## src/rtl/ahb_gpio_irq.sv

```systemverilog
// AHB-Lite GPIO slave with per-bit direction, 2-flop input sync and per-bit edge interrupts.
// Optional pad-bus parity generation/checking is built when AHB_GPIO_PARITY_EN is defined.
module ahb_gpio_irq #(
  parameter int unsigned WIDTH     = 16,
  parameter logic [31:0] ADDR_BASE = 32'h5300_0000
) (
  input  logic             HCLK,
  input  logic             HRESETn,
  input  logic             HSEL,
  input  logic [31:0]      HADDR,
  input  logic [1:0]       HTRANS,
  input  logic             HWRITE,
  input  logic             HREADY,
  input  logic [31:0]      HWDATA,
  output logic             HREADYOUT,
  output logic             HRESP,
  output logic [31:0]      HRDATA,
  input  logic [WIDTH-1:0] GPIOIN,
  output logic [WIDTH-1:0] GPIOOUT,
  output logic [WIDTH-1:0] GPIOOEN,
  output logic             GPIOIRQ
`ifdef AHB_GPIO_PARITY_EN
  ,
  input  logic             GPIOINPAR,
  output logic             GPIOOUTPAR,
  output logic             PARITYERR
`endif
);

  typedef enum logic [5:0] {
    OFF_DATA     = 6'h00,
    OFF_DIR      = 6'h01,
    OFF_IRQ_EN   = 6'h02,
    OFF_IRQ_EDGE = 6'h03,
    OFF_STATUS   = 6'h04,
    OFF_PARCFG   = 6'h05
  } reg_off_e;

  logic             ph_valid;
  logic             ph_write;
  logic [5:0]       ph_off;

  logic [WIDTH-1:0] out_q;
  logic [WIDTH-1:0] dir_q;
  logic [WIDTH-1:0] irq_en_q;
  logic [WIDTH-1:0] irq_edge_q;
  logic [WIDTH-1:0] status_q;
  logic             irq_q;

  logic [WIDTH-1:0] sync1_q;
  logic [WIDTH-1:0] in_sync_q;
  logic [WIDTH-1:0] in_d_q;

  logic             accept;
  logic             wr_en;
  logic [WIDTH-1:0] wdata;
  logic [WIDTH-1:0] rise;
  logic [WIDTH-1:0] fall;
  logic [WIDTH-1:0] ev;
  logic [WIDTH-1:0] clr;
  logic [WIDTH-1:0] rd_val;
  logic             unused_bits;

`ifdef AHB_GPIO_PARITY_EN
  logic odd_q;
  logic par_sync1_q;
  logic par_sync_q;
  logic parerr_q;
`endif

  assign accept = HSEL & HTRANS[1] & HREADY & (HADDR[31:8] == ADDR_BASE[31:8]);
  assign wr_en  = ph_valid & ph_write;
  assign wdata  = HWDATA[WIDTH-1:0];

  assign rise = in_sync_q & ~in_d_q;
  assign fall = ~in_sync_q & in_d_q;
  // Edge select is applied to the already-delayed samples, so retargeting IRQ_EDGE cannot fabricate an event.
  assign ev   = ((irq_edge_q & rise) | (~irq_edge_q & fall)) & ~dir_q;
  assign clr  = (wr_en && ph_off == OFF_STATUS) ? wdata : '0;

  assign unused_bits = ^{HADDR[1:0], HWDATA};

  always_ff @(posedge HCLK) begin
    if (!HRESETn) begin
      ph_valid   <= 1'b0;
      ph_write   <= 1'b0;
      ph_off     <= '0;
      out_q      <= '0;
      dir_q      <= '0;
      irq_en_q   <= '0;
      irq_edge_q <= '0;
      status_q   <= '0;
      irq_q      <= 1'b0;
      sync1_q    <= '0;
      in_sync_q  <= '0;
      in_d_q     <= '0;
    end else begin
      ph_valid  <= accept;
      ph_write  <= HWRITE;
      ph_off    <= HADDR[7:2];
      sync1_q   <= GPIOIN;
      in_sync_q <= sync1_q;
      in_d_q    <= in_sync_q;
      // New events are OR-ed after the W1C mask so a same-cycle set wins.
      status_q  <= (status_q & ~clr) | ev;
      irq_q     <= |(status_q & irq_en_q);
      if (wr_en) begin
        case (ph_off)
          OFF_DATA:     out_q      <= (out_q & ~dir_q) | (wdata & dir_q);
          OFF_DIR:      dir_q      <= wdata;
          OFF_IRQ_EN:   irq_en_q   <= wdata;
          OFF_IRQ_EDGE: irq_edge_q <= wdata;
          default: ;
        endcase
      end
    end
  end

`ifdef AHB_GPIO_PARITY_EN
  always_ff @(posedge HCLK) begin
    if (!HRESETn) begin
      odd_q       <= 1'b0;
      par_sync1_q <= 1'b0;
      par_sync_q  <= 1'b0;
      parerr_q    <= 1'b0;
    end else begin
      par_sync1_q <= GPIOINPAR;
      par_sync_q  <= par_sync1_q;
      parerr_q    <= ((^in_sync_q) ^ par_sync_q) != odd_q;
      if (wr_en && ph_off == OFF_PARCFG) odd_q <= HWDATA[0];
    end
  end

  assign GPIOOUTPAR = (^out_q) ^ odd_q;
  assign PARITYERR  = parerr_q;
`endif

  always_comb begin
    rd_val = '0;
    case (ph_off)
      OFF_DATA:     rd_val = (dir_q & out_q) | (~dir_q & in_sync_q);
      OFF_DIR:      rd_val = dir_q;
      OFF_IRQ_EN:   rd_val = irq_en_q;
      OFF_IRQ_EDGE: rd_val = irq_edge_q;
      OFF_STATUS:   rd_val = status_q;
`ifdef AHB_GPIO_PARITY_EN
      OFF_PARCFG:   rd_val[0] = odd_q;
`endif
      default:      rd_val = '0;
    endcase
  end

  always_comb begin
    HRDATA = '0;
    if (ph_valid && !ph_write) HRDATA[WIDTH-1:0] = rd_val;
  end

  assign HREADYOUT = 1'b1;
  assign HRESP     = 1'b0;
  assign GPIOOUT   = out_q;
  assign GPIOOEN   = dir_q;
  assign GPIOIRQ   = irq_q;

endmodule

```

## config.mk

```make
export PLATFORM = sky130hd
export DESIGN_NAME = ahb_gpio_irq
export DESIGN_NICKNAME = d
export VERILOG_FILES = /design/src/rtl/ahb_gpio_irq.sv
export SDC_FILE = /design/constraint.sdc
export NUM_CORES = 1
export LEC_CHECK = 0
export ABC_AREA = 1
export CAP_MARGIN = 20
export CORE_AREA = 2 2 106 129
export DETAILED_ROUTE_END_ITERATION = 16
export DIE_AREA = 0 0 108 131
export GPL_ROUTABILITY_DRIVEN = 0
export GPL_TIMING_DRIVEN = 0
export MAX_ROUTING_LAYER = met4
export PLACE_DENSITY = 0.91
export REMOVE_ABC_BUFFERS = 1
export SLEW_MARGIN = 0
export SYNTH_ARGS = -nofsm -noshare
export SYNTH_HDL_FRONTEND = slang
export SYNTH_SLANG_ARGS = --single-unit
```

## constraint.sdc

```tcl
create_clock -name HCLK -period 2.1 [get_ports HCLK]
set_clock_uncertainty 0.05 [all_clocks]
set_input_delay 0.525 -clock HCLK [delete_from_list [all_inputs] [get_ports HCLK]]
set_output_delay 0.525 -clock HCLK [all_outputs]
set_load 0.03 [all_outputs]
```

==> out/qor.yml <==
synthDistinctLibCells: 24
finalCritPeriodShare: 1.23
cts-root-buf: "clkbuf_16"
drv_cap: 0
grt_pass1_wl_mm: 30.8
whs_path_depth: 2
p_int_mw: 4.79
min_path_type: "flip-flop to flip-flop"
routed_via_density: 5.55
first_pass_iters: 6
die_x_um: 108
met3_length_mm: 2.33
path_depth: 10
rr_worst_depth: 7
num_io_pins: 154
fin_nets: 1150
final_hold_viol_count: 0
areaGrowthSynthToFinish_pct: 34.9
tightest_slew_ps: 814
slew_violations: 0
cp_slowest_stage_delay_ps: 350
crit_path_start_kind: "flip-flop"
drive_gt1_frac: 0.122
p_switching_mw: 1.44
netlist_instances: 940
cp_max_fo: 6
crit_path_cell_trace: "nor2_4 > nand2_4 > nor2_4 > buf_12 > buf_16 > nand2_4 > nand3_2 > nor2_1 > nor2_1 > buf_4"
finalWorstSetupSlack_ps: -486
syn-cell-area_mm2: 0.00632
leakage_nw: 3.93
rsz0062_at_grt: "true"
ys_seq_elements: 137
nFillCells: 1009
die-height_um: 131
die_area_mm2: 0.0141
num_vias: 6893
p_sw_frac: 0.231
crit_path_end_kind: "primary output"
report.final.setup_viol: 16
met2WireLength_mm: 9.68
slowest_stage: "dfxtp_4"
fp-row-count: 46
grt_pass1_vias: 6296
ant_nets: 0
setup-tns-final_ps: -7190
overflow: 0
power.density_mw_per_mm2: 730
worstPathRequired_ps: 1520
drtIter0Drc: 906
grt_max_degree: 78
drt-total-wl_mm: 20.3
fmax_mhz: 387
ir_drop_v: 0.000448
worstPathArrival_ps: 2010
io_buffers: 116
cpLargestDelayFamily: "simple AND/OR/NAND/NOR gates"
hpwl_mm: 10.6
antenna_cells: 0
final_area_mm2: 0.00853
slew_headroom: 0.456
cts_sinks: 137
cp_num_buf_inv: 3
clkPwrFrac: 0.466
synth_warnings: 0
cts.clk_slew.worst_paths_ps: 50
synth-seq-area-share: 0.434
clk_latency_ps: 420
track_usage: 0.291
cts_made_buffers: 17
cts_tree: "built"
mostFrequentLayoutCell: "nand2_1"
cts_buffer_depth: 2
status: "finished with violations"
fin_crit_ps: 2590
top_layer: "met4"
crit_type: "flip-flop to primary output"
post_drt_wl_per_cell_um: 16.4
holdWs_ps: 355
placed_area_mm2: 0.00748
avgSynthCellArea_um2: 6.73
wl_met1_mm: 7.40
total_power_mw: 6.23
core-area_mm2: 0.0129
start_util: 0.488
htreeDepth: 4
mostFrequentLayoutCells: "nand2_1, nor2_1, dfxtp_1"
antenna_found_initial: 0
p_seq_frac: 0.432
comb_power_share: 0.102
violations: "setup timing"
route.detailed.drc: 0
## worst min-delay path: cells and delay by family (launching register included)
family / cells / cell delay (ps)
flops: 1 / 300
simple gates: 1 / 40
buf+inv: 1 / 40
## cells by family (layout without fill, tap and decap cells)
group / after synthesis / in the layout / synth area share
other: 2 / 18 / 0.00119
flip-flops: 137 / 137 / 0.434
buffers and inverters: 162 / 276 / 0.116
AO/OA/AOI/OAI: 97 / 97 / 0.0768
AND/OR/NAND/NOR: 542 / 546 / 0.373
## metrics by stage
stage	instances	utilization	setup WS, ps
after floorplan	893	-	-957
after global placement	1177	0.571	-4040
after detailed placement	1180	0.578	-1560
after CTS	1238	0.646	-438
after global routing	1242	0.659	-583
final	1242	0.659	-486
## cells in the mapped netlist
cell	count	share of area
nand2_1	252	0.15
nor2_1	150	0.089
dfxtp_1	137	0.43
inv_1	92	0.055
nand3_1	66	0.052
nand4_1	53	0.052
a21oi_1	49	0.039
o21ai_0	38	0.030
buf_4	24	0.028
clkbuf_1	19	0.011
buf_2	14	0.011
o21ai_1	10	0.0079
nor2_4	9	0.016
inv_2	5	0.0030
buf_1	4	0.0024
nand2_2	4	0.0040
nor4_1	3	0.0030
buf_6	2	0.0036
clkinv_2	2	0.0016
conb_1	2	0.0012
nor2_2	2	0.0020
nand2_4	1	0.0018
nor3b_1	1	0.0012
nor4b_1	1	0.0014
## power groups by stage
stage / sequential, mW / clock [mW] / combinational (mW)
2_1_floorplan: 2.74 / 0 / 0.223
3_3_place_gp: 2.74 / 0 / 0.472
3_5_place_dp: 2.74 / 0 / 0.482
4_1_cts: 2.69 / 2.90 / 0.593
5_1_grt: 2.69 / 3.03 / 0.675
6_report: 2.69 / 2.90 / 0.637
## metal layers
| layer | global-route usage | vias to the layer above |
|---|---|---|
| met5 | - | - |
| met4 | 0.133 | 0 |
| met3 | 0.0853 | 107 |
| met2 | 0.486 | 445 |
| met1 | 0.322 | 3138 |
| li1 | - | 3203 |
## timing repair
item	in CTS	in global routing
cloned	4	3
resized for setup	132	37
hold buffers	0	0
pin swaps	10	5
setup endpoints to repair	108	55
buffers inserted	24	2
## worst paths after layout
check        slack (ps)             startpoint                      end
max                -490   ph_off[5]$_SDFF_PN0_                HRDATA[8]
min                 360  sync1_q[7]$_SDFF_PN0_  in_sync_q[7]$_SDFF_PN0_
max reg2reg         100   ph_off[0]$_SDFF_PN0_   status_q[8]$_SDFF_PN0_
min reg2reg         360  sync1_q[7]$_SDFF_PN0_  in_sync_q[7]$_SDFF_PN0_
## layout make-up
cell class                 count  area [µm²]  share of cell area
clock buffer                  28         507              0.0594
tap                          168         210              0.0246
sequential                   137        2750               0.323
timing repair buffer         147        1520               0.178
multi-input combinational    661        3100               0.363
inverter                      99         385              0.0452
clock inverter                 2        60.1             0.00704
Power figures use the tool's default switching activity.
